===== config.mk =====
export PLATFORM = sky130hd
export DESIGN_NAME = rns_forward_converter
export DESIGN_NICKNAME = d
export VERILOG_FILES = /design/src/rtl/rns_forward_converter.sv
export SDC_FILE = /design/constraint.sdc
export NUM_CORES = 1
export LEC_CHECK = 0
export CORE_MARGIN = 2
export CORE_UTILIZATION = 49
export DETAILED_ROUTE_END_ITERATION = 8
export PLACE_DENSITY = 0.79
export SLEW_MARGIN = 5
export SYNTH_ARGS = -nofsm -noshare
export SYNTH_HDL_FRONTEND = slang
export SYNTH_SLANG_ARGS = --single-unit

===== constraint.sdc =====
create_clock -name clk -period 5.9 [get_ports clk]
set_clock_uncertainty 0.05 [all_clocks]
set_input_delay 1.475 -clock clk [delete_from_list [all_inputs] [get_ports clk]]
set_output_delay 1.475 -clock clk [all_outputs]
set_load 0.01 [all_outputs]

===== src/rtl/rns_forward_converter.sv =====
// rns_forward_converter: iterative binary-to-RNS converter for moduli {2^n-1, 2^n+1, 2^2n+1, 2^(2n+p)}
module rns_forward_converter #(
    parameter int n = 20,
    parameter int p = 7
) (
    input  logic                 clk,
    input  logic                 rst,
    input  logic                 in_valid,
    output logic                 in_ready,
    input  logic [6*n+p-1:0]     X,
    output logic                 out_valid,
    input  logic                 out_ready,
    output logic [n-1:0]         R1,
    output logic [n:0]           R2,
    output logic [2*n:0]         R3,
    output logic [2*n+p-1:0]     R4
);
    localparam int W  = 6*n+p;
    localparam int C  = (W+n-1)/n;
    localparam int CW = $clog2(C);
    localparam logic [n+1:0]   M2 = {1'b0, 1'b1, {(n-1){1'b0}}, 1'b1};
    localparam logic [2*n+1:0] M3 = {1'b0, 1'b1, {(2*n-1){1'b0}}, 1'b1};

    typedef enum logic [1:0] {IDLE, FOLD, OUT} state_t;

    state_t             state_q, state_d;
    logic [CW-1:0]      cnt_q, cnt_d;
    logic [C*n-1:0]     xs_q, xs_d;
    logic [n-1:0]       a1_q, a1_d, r1_q, r1_d;
    logic [n:0]         a2_q, a2_d, r2_q, r2_d;
    logic [2*n:0]       a3_q, a3_d, r3_q, r3_d;
    logic [2*n+p-1:0]   r4_q, r4_d;
    logic               out_valid_q, out_valid_d;
    logic [n-1:0]       chunk, t1, f1;
    logic [n:0]         s1;
    logic [n+1:0]       s2, f2;
    logic [2*n-1:0]     w3;
    logic [2*n+1:0]     s3, f3;

    assign in_ready  = state_q == IDLE;
    assign out_valid = out_valid_q;
    assign R1 = r1_q;
    assign R2 = r2_q;
    assign R3 = r3_q;
    assign R4 = r4_q;

    // Fold the low chunk into each accumulator with its weight 2^(n*cnt) mod m_i, keeping results canonical
    always_comb begin
        chunk = xs_q[n-1:0];
        s1 = {1'b0, a1_q} + {1'b0, chunk};
        t1 = s1[n-1:0] + {{(n-1){1'b0}}, s1[n]};
        f1 = &t1 ? '0 : t1;
        s2 = {1'b0, a2_q} + (cnt_q[0] ? M2 - {2'b0, chunk} : {2'b0, chunk});
        f2 = s2 >= M2 ? s2 - M2 : s2;
        w3 = cnt_q[0] ? {chunk, {n{1'b0}}} : {{n{1'b0}}, chunk};
        s3 = {1'b0, a3_q} + (cnt_q[1] ? M3 - {2'b0, w3} : {2'b0, w3});
        f3 = s3 >= M3 ? s3 - M3 : s3;
    end

    // Next state: accept in IDLE, fold one chunk per cycle, then register and hold results in OUT
    always_comb begin
        state_d     = state_q;
        cnt_d       = cnt_q;
        xs_d        = xs_q;
        a1_d        = a1_q;
        a2_d        = a2_q;
        a3_d        = a3_q;
        r1_d        = r1_q;
        r2_d        = r2_q;
        r3_d        = r3_q;
        r4_d        = r4_q;
        out_valid_d = out_valid_q;
        if (state_q == IDLE && in_valid) begin
            state_d      = FOLD;
            cnt_d        = '0;
            xs_d         = '0;
            xs_d[W-1:0]  = X;
            a1_d         = '0;
            a2_d         = '0;
            a3_d         = '0;
            r4_d         = X[2*n+p-1:0];
        end else if (state_q == FOLD) begin
            xs_d  = xs_q >> n;
            a1_d  = f1;
            a2_d  = f2[n:0];
            a3_d  = f3[2*n:0];
            cnt_d = cnt_q + CW'(1);
            if (cnt_q == CW'(C-1)) state_d = OUT;
        end else if (state_q == OUT) begin
            if (!out_valid_q) begin
                out_valid_d = 1'b1;
                r1_d        = a1_q;
                r2_d        = a2_q;
                r3_d        = a3_q;
            end else if (out_ready) begin
                out_valid_d = 1'b0;
                state_d     = IDLE;
            end
        end
    end

    // State registers with synchronous reset
    always_ff @(posedge clk) begin
        if (rst) begin
            state_q     <= IDLE;
            cnt_q       <= '0;
            xs_q        <= '0;
            a1_q        <= '0;
            a2_q        <= '0;
            a3_q        <= '0;
            r1_q        <= '0;
            r2_q        <= '0;
            r3_q        <= '0;
            r4_q        <= '0;
            out_valid_q <= 1'b0;
        end else begin
            state_q     <= state_d;
            cnt_q       <= cnt_d;
            xs_q        <= xs_d;
            a1_q        <= a1_d;
            a2_q        <= a2_d;
            a3_q        <= a3_d;
            r1_q        <= r1_d;
            r2_q        <= r2_d;
            r3_q        <= r3_d;
            r4_q        <= r4_d;
            out_valid_q <= out_valid_d;
        end
    end
endmodule


* Word level (Yosys, flattened, before mapping) *
Cells that the tools add are included.

word-level totals
  register bits after elaboration = 344
  bits of input ports = 131

operators by class
  equal/unequal tests = 5
  $add $sub $neg = 9
  reduce and logical (&&, ||, !) cells = 15
  bitwise logic cells = 3
  mux-type cells = 16
  magnitude comparators = 2

operators with widths
  cell                      count
  $mux W127                 2
  $add A41 B42 Y42          1
  $ge A42 B41 Y1 const B    1
  $mux W42                  1
  $sub A41 B40 Y42 const A  1
  $mux W41                  1
  $sub A41 B41 Y41 const B  1
  $mux W40                  1
  $add A21 B22 Y22          1
  $ge A22 B21 Y1 const B    1
  $mux W22                  1
  $sub A21 B20 Y22 const A  1
  $add A20 B20 Y21          1
  $mux W21                  1
  $sub A21 B21 Y21 const B  1
  $add A20 B1 Y20           1
  $mux W20                  1
  $reduce_and A20 Y1        1
  $reduce_and A4 Y1         3
  $mux W2                   5
  $reduce_bool A3 Y1        3
  $reduce_bool A2 Y1        4
  $add A3 B1 Y3 const B     1
  $eq A3 B3 Y1 const B      1
  other kinds (10)          14

* Logic depth before layout (Yosys ltp) *
Gate-level depths: netlist of the first run.

  depth in word-level cells = 6
  gate-level depth with buffers = 29

* Worst setup path after synthesis of the first run *
Ideal clock, no wire load.

  path kind = register to register
  from = register xs_q[4]
  to = register a3_q[37]
  path slack = -411 ps
  path buffers = 4
  required time = 5721 ps
  period minus slack after synthesis = 6311 ps
  setup time = 129 ps
  arrival time = 6132 ps
  cell stages (with the launch flop) = 29
  path through = dfxtp_1 > clkbuf_1 > nor2_1 > nand2_1 > or2_2 > or3_1 > or3_1 > clkbuf_1 > nor3_1 > and3_1 > inv_1 > mux2_2 > o21ai_2 > a21oi_1 > a211o_1 > ha_1 > clkbuf_1 > nand3_1 > nor2_1 > a221o_1 > o311ai_0 > a211oi_1 > or4_1 > nor4b_4 > a31oi_1 > buf_4 > nand4b_1 > xor2_1 > o21ai_0

on the way
  word-level cells in the longest chain between the ends = 6
  elaborated cells on any way between the ends = 7
  those cells by class = 3 x add/sub; 1 x order compare; 3 x mux

ends and longest elaborated chain
  what                                                RTL line  text
  from (decl)                                         28        logic [C*n-1:0] xs_q, xs_d;
  from (signal assigned)                              119       xs_q <= xs_d;
  $mux W40 *                                          55        w3 = cnt_q[0] ? {chunk, {n{1'b0}}} : {{n{1'b0}}, chunk};
  $sub A41 B40 Y42                                    56        s3 = {1'b0, a3_q} + (cnt_q[1] ? M3 - {2'b0, w3} : {2'b0, w3});
  $mux W42 *                                          56
  $add A41 B42 Y42 *                                  56
  $sub A41 B41 Y41 or $ge A42 B41 Y1 (tied branches)  57        f3 = s3 >= M3 ? s3 - M3 : s3;
  $mux W41 *                                          57
  to (signal assigned)                                110       a3_q <= '0;
  to (signal assigned)                                122       a3_q <= a3_d;
  to (decl)                                           31        logic [2*n:0] a3_q, a3_d, r3_q, r3_d;

Mark *: on every way between the ends. The rest lies on a longest branch, timed or not.
A chain may end at the register's enable or synchronous reset.

* Final worst setup path of the first run *
  from = register xs_q[1]
  to = register a3_q[24]

Same word-level chain as after synthesis.

==> results.md, run 1 <==
* Status: finished with violations
* Failing checks: setup timing
* Syn_nets at 2973
* Max clock buf depth at 3
* Initial antenna violation count at 1
* Final setup viols at 1
* CTS Buf Count at 39
* Peak Freq at 168.9 MHz
* Layout area overhead at 32.53%
* R2R cell count at 25
* Max cap viols at 0
* Pin count of the biggest net entering global routing at 176
* Peak per-stage delay on the critical path at 0.54 ns
* DRC at 0
* CP dominant cell by count: or3_4
* Worst setup margin at -0.01994 ns
* Vias in the first global route at 20720
* Flops & latches, synth at 344
* Die W at 210.2 um
* First-pass GRT wire length at 113700 um
* Post-DR vias/cell at 5.917
* Clock Latency Late Sink at 0.57 ns
* Clock-pin slew on the worst setup and hold paths at 0.06 ns
* I/O pins at 262
* CP Data Required Time at 6.27 ns
* Count of pins over their slew limit at 0
* P per Cell Area at 247.6 nW/um2
* CTS hold repair buffers at 0
* Final nets at 3363
* Crit path depth at 25
* Sequential-to-total area share from yosys stat at 33.06%
* Placed cells at 3597
* Die Y at 210.2 um
* RSZ-0062 raised after global routing: yes
* Clk root buf: clkbuf_16
* Min cycle time layout at 5.920 ns
* Non-Filler Instances at 3707
* IO Port Bufs at 261
* Synth Area per Inst at 7.589 um2
* Layout cells sized above 1 at 16.27%
* Wirelength per Cell at 19.98 um
* Final WL at 74050 um
* Final hold vios at 0
* Tightest Hold Check Type: register to register
* Top FF cell, synth: dfxtp_1
* Starting density of the core at 49.66%
* Post-Synthesis Cells at 2745
* Post-synth EDFFs at 0
* Setup crit end kind: register
* CP max stage cell: or4_4
* H-tree depth at 2
* Ys Warns at 0
* Antenna viol nets, final at 0
* Maximum vdd drop at 0.0002521 V
* CP startpoint kind: register
* DR pass1 iterations at 5
* Relative slew slack at 3.670%
* Grt ovf at 0
* Routability Congestion at 0.9724
* Final worst-path cycle share at 100.3%
* Async SR Flop Fraction at 0%
* CTS tree: done
* Die area at 44180 um2
* Worst path top cell family by delay: simple AND/OR/NAND/NOR gates
* Via count at 21930
* Initial DRC count at 1901
* Row Count at 75
* CTS sink count at 344
* Estimated wirelength of the detail-placed design at 54740 um
* CP Data Arrival Time at 6.29 ns
* Leakage at 10.60 nW
* Critical path peak fanout at 26
* Hold path depth at 2
* Core Area at 41950 um2
* Worst Path Buf+Inv at 3
* Setup Crit Path Kind: register to register
* Post-Synthesis Cell Area at 20830 um2
* Final setup TNS at -0.01994 ns
* Worst-margin pin slew at 1.440 ns
* Total Routing Usage GR at 32.20%
* Post-synth cell types at 101
where the power goes:
group          switching, mW  internal, mW
Clock                   1.02          1.45
Sequential            0.0751          2.43
Combinational           1.05         0.807
registers in the layout, indices dropped and copies added, names as in the netlist, 20 cells and up:
signal	cells
xs_q	127
R4	47
R3	41
a3_q	41
R2	21
a2_q	21
R1	20
a1_q	20
cells by family (layout without fill, tap and decap cells):
group / count (synthesis) / after routing / synth area share, %
simple gates: 1093 / 1093 / 23.95
flops: 344 / 344 / 33.06
mux: 20 / 20 / 0.9850
other cells: 0 / 2 / 0
buf+inv: 223 / 644 / 4.366
compound gates: 811 / 811 / 25.11
xor+xnor: 157 / 157 / 6.601
fa+ha+maj: 97 / 97 / 5.934
final cells by class:
type / count / area (um2)
fillers: 3565 / 14340
multi-input cells: 2178 / 13800
flip-flops and latches: 344 / 6889
repair buffers: 537 / 4776
clock buffers: 61 / 1199
well taps: 539 / 674.4
inverters: 35 / 133.9
clock inverters: 11 / 128.9
diodes: 2 / 5.005
worst min-delay path, delay by kind of cell, from the launching register on:
kind,cells,cell delay [ns]
AO/OA/AOI/OAI,1,0.05
AND/OR/NAND/NOR,1,0.05
flip-flops,1,0.30
final timing paths:
kind | start | end | slack (ns)
worst max-delay path | xs_q[1] | a3_q[24] | -0.02
worst min-delay path | R2[10] | R2[10] | 0.40
worst min register to register | R2[10] | R2[10] | 0.40
worst max register to register | xs_q[1] | a3_q[24] | -0.02
what timing repair did:
action                     4_1_cts  5_1_grt
pin swaps                       13       66
gates resized for setup         31      128
setup endpoints to repair       41       73
cloned                           0        1
setup buffers                    5       31
per-layer routing:
layer  GRT usage [%]  part of all wire (%)
met2           53.08                    47
met4           11.98                   3.7
met5               0                 0.024
met3           6.868                   7.1
met1           41.42                    43
layout by cell type (no fill, tap or decap), types with 15 or more instances in the layout:
cell type          n
nand3_1           77
a211oi_1          17
xor2_1            70
o211ai_1          18
and3_1            20
a21oi_1          323
clkbuf_16         39
nand2_1          613
o21a_1            19
a31oi_1           52
nand4_1           31
nor2_1           125
buf_4            262
dfxtp_1          342
nor3_1            29
nand3b_1          18
inv_1             34
clkbuf_8          15
nand2b_1          19
and2_1            15
a21o_1            30
a22oi_1           64
xnor2_1           80
a32o_1            16
o21ai_0           67
or3_1             15
o21ai_1           41
ha_1              87
mux2i_1           16
clkdlybuf4s50_1  260
cell usage after synthesis (9+ instances only):
library cell	instances	area share [%]
nor2b_1	15	0.45
inv_1	35	0.63
clkbuf_1	134	2.4
dfxtp_1	344	33
a22o_1	10	0.42
buf_2	19	0.46
a211oi_1	25	0.90
a22oi_1	66	2.4
nand3b_1	18	0.65
or4_1	9	0.32
mux2i_1	16	0.77
and2_1	18	0.54
o21a_1	19	0.68
nand2_1	620	11
nor3_1	36	0.86
ha_1	94	5.6
nand2b_1	21	0.63
a21oi_1	334	8.0
o211ai_1	18	0.65
a31oi_1	54	1.6
a32o_1	16	0.77
o21ai_0	90	2.2
and3_1	21	0.63
a211o_1	12	0.50
or2_2	16	0.48
o21ai_1	25	0.60
nand3_1	82	2.0
nand4_1	31	0.93
o21bai_1	9	0.32
or3_1	21	0.63
xor2_1	72	3.0
a21o_1	30	1.1
buf_1	27	0.49
nor4_1	10	0.30
xnor2_1	85	3.6
nor2_1	133	2.4
through the flow:
stage	worst slack [ns]	cell area [um2]	hold WS (ns)	util, %	power, mW
finish	-0.01994	27610	0.4014	65.82	6.837
global route	-0.2168	27600	0.4233	65.81	7.116
CTS	-0.01102	26810	0.4038	63.90	6.710
detailed placement	-0.2707	25280	0.3962	60.28	4.207
global placement	-0.1968	25280	0.3910	60.28	4.175
floorplan	0.004976	20910	0.3860	-	3.555
No activity file was read; power rests on OpenSTA's default activity.
==> inputs of run 2 (changes only) <==
SETUP_SLACK_MARGIN = 0.2   (was default)
==> results.md, run 2 (synthesis gave the netlist of run 1 again) <==
* Status: completed
* Final setup viols at 0 (-1)
* P per Cell Area at 246.5 nW/um2 (-0.46%)
* Max clock buf depth at 3 (unchanged)
* Pin count of the biggest net entering global routing at 126 (-28%)
* IO Port Bufs at 261 (unchanged)
* RSZ-0062 raised after global routing: yes
* Net load switching power at 2.174 mW (+1.2%)
* Wirelength per Cell at 20.03 um (+0.26%)
* Min cycle time layout at 5.768 ns (-0.1517 ns)
* Relative slew slack at 23.11% (+19 points)
* CP Data Arrival Time at 6.17 ns (-0.12 ns)
* Leakage at 10.53 nW (-0.61%)
* Internal power at 4.612 mW (-1.6%)
* First-pass GRT wire length at 111900 um (-1.6%)
* Final nets at 3369 (+0.18%)
* Area occupied by multi-input gates at 13720 um2 (-0.61%)
* Layout area overhead at 32.15%
* Setup Crit Path Kind: register to register
* Setup crit end kind: register
* Hold_ws at 0.4016 ns (+0.0001160 ns)
* Net Sw Frac at 32.04% (+0.61 points)
* Most common cell after layout, fill and taps aside: nand2_1
* CTS Buf Count at 39 (unchanged)
* Clock Latency Late Sink at 0.59 ns (+0.02 ns)
* Max FFs per register at 127 (unchanged)
* CP Data Required Time at 6.30 ns (+0.03 ns)
* H-tree depth at 2 (unchanged)
* Total Routing Usage GR at 32.00% (-0.20 points)
* Antenna cells at 0 (-2)
* Tightest Hold Check Type: register to register
* Peak Freq at 173.4 MHz (+2.6%)
* Maximum vdd drop at 0.0002220 V (-12%)
* Clk root buf: clkbuf_16
* Vias in the first global route at 20470 (-1.2%)
* Largest Register: xs_q
* Core Area at 41950 um2 (unchanged)
* Grt ovf at 0 (unchanged)
* Count of pins over their slew limit at 0 (unchanged)
* Die W at 210.2 um (unchanged)
* Die Y at 210.2 um (unchanged)
* DP Worst Slack at -0.2680 ns (+0.002672 ns)
* CTS sink count at 344 (unchanged)
* Layout cells sized above 1 at 16.21% (-0.052 points)
* Clock-pin slew on the worst setup and hold paths at 0.06 ns (about the same)
* Row Count at 75 (unchanged)
* FF/Latch Area at 6890 um2 (about the same)
* Estimated wirelength of the detail-placed design at 55170 um (+0.78%)
* Worst-margin pin slew at 1.153 ns (-0.2864 ns)
* Die area at 44180 um2 (unchanged)
* Via count at 22180 (+1.1%)
* Worst setup margin at 0.1317 ns (+0.1517 ns)
* Final worst-path cycle share at 97.77% (-2.6 points)
* Most frequent cells in the layout: nand2_1, dfxtp_1, a21oi_1, buf_4, clkdlybuf4s50_1
* Critical path peak fanout at 18 (-31%)
* Combinational share of power at 27.0% (-0.2 points)
* Initial antenna violation count at 1 (unchanged)
* CTS tree: done
* I/O pins at 262 (unchanged)
* Reg power frac at 37.0% (+0.4 points)
* DR pass1 iterations at 6 (+1)
* CP startpoint kind: register
* Post-DR vias/cell at 5.981 (+1.1%)
* DRC at 0 (unchanged)
* Routability Congestion at 0.9726 (about the same)
* Max cap viols at 0 (unchanged)
* # fillers at 3521 (-1.2%)
* Final WL at 74290 um (+0.32%)
* Initial DRC count at 1982 (+4.3%)
* Final hold vios at 0 (unchanged)
* Starting density of the core at 49.66% (unchanged)
* Clock power frac at 36.1% (about the same)
* Antenna viol nets, final at 0 (unchanged)
==> run 2: area by class of cell <==
type	instances	area share, %
multi-input cells	2178	49.83
flip-flops and latches	344	25.03
repair buffers	543	17.51
clock buffers	53	3.918
well taps	539	2.450
clock inverters	17	0.7726
inverters	35	0.4863
==> run 2: path summary, 6_finish.rpt <==
check	startpoint	to	slack (ns)	cells after the start
max	xs_q[1]	a3_q[1]	0.13	26
min	R3[9]	R3[9]	0.40	2
min reg2reg	R3[9]	R3[9]	0.40	2
max reg2reg	xs_q[1]	a3_q[1]	0.13	26
==> run 2: what timing repair did <==
| item | CTS | global route |
|---|---|---|
| buffers inserted | 16 | 15 |
| resized for setup | 53 | 88 |
| hold buffers | 0 | 0 |
| hold endpoints to repair | 0 | 0 |
| cloned | 0 | 1 |
| endpoints found under the setup margin | 41 | 69 |
| pin swaps | 18 | 43 |
==> run 2: metrics by stage <==
step           util (%)  cells  setup TNS [ns]  area, um2  power [mW]
2_1_floorplan         -   2745               0      20940       3.559
5_1_grt           65.63   3709          -2.320      27530       7.029
3_3_place_gp      60.52   3607         -0.5379      25390       4.193
3_5_place_dp      60.52   3607          -5.774      25390       4.232
6_report          65.63   3709               0      27530       6.786
4_1_cts           64.47   3693               0      27040       6.702
==> run 2: power by group through the flow <==
stage | logic [mW] | clock network, mW | registers (mW)
2_1_floorplan | 1.02 | 0 | 2.54
3_3_place_gp | 1.64 | 0 | 2.55
3_5_place_dp | 1.68 | 0 | 2.55
4_1_cts | 1.73 | 2.47 | 2.50
5_1_grt | 1.95 | 2.56 | 2.52
6_report | 1.83 | 2.45 | 2.51
==> run 2: routing by layer <==
| metal | GRT usage (%) | vias to the layer above | wire, um |
|---|---|---|---|
| met3 | 5.364 | 191 | 5282 |
| met2 | 52.52 | 868 | 34510 |
| met1 | 41.57 | 10580 | 31330 |
| met4 | 13.79 | 2 | 3161 |
| met5 | 0 | - | 12 |
| li1 | - | 10550 | - |
==> run 2: critical path, cell delays in order, from the launching register on <==
cell and delay, ns:
dfxtp_2 0.33, nor2_4 0.11, nand2_2 0.07, or2_4 0.23
or3_4 0.34, or3_4 0.37, nor3_4 0.20, and3_4 0.24
inv_4 0.04, mux2_4 0.28, o21ai_4 0.17, xor2_1 0.17
ha_1 0.30, a21oi_2 0.25, o21ai_2 0.08, a221o_2 0.42
mux2i_2 0.19, o311ai_4 0.08, a211oi_2 0.09, or4_4 0.53
nor4b_4 0.25, buf_4 0.17, a31oi_4 0.11, buf_12 0.17
buf_6 0.13, mux2i_1 0.15, a21oi_1 0.08
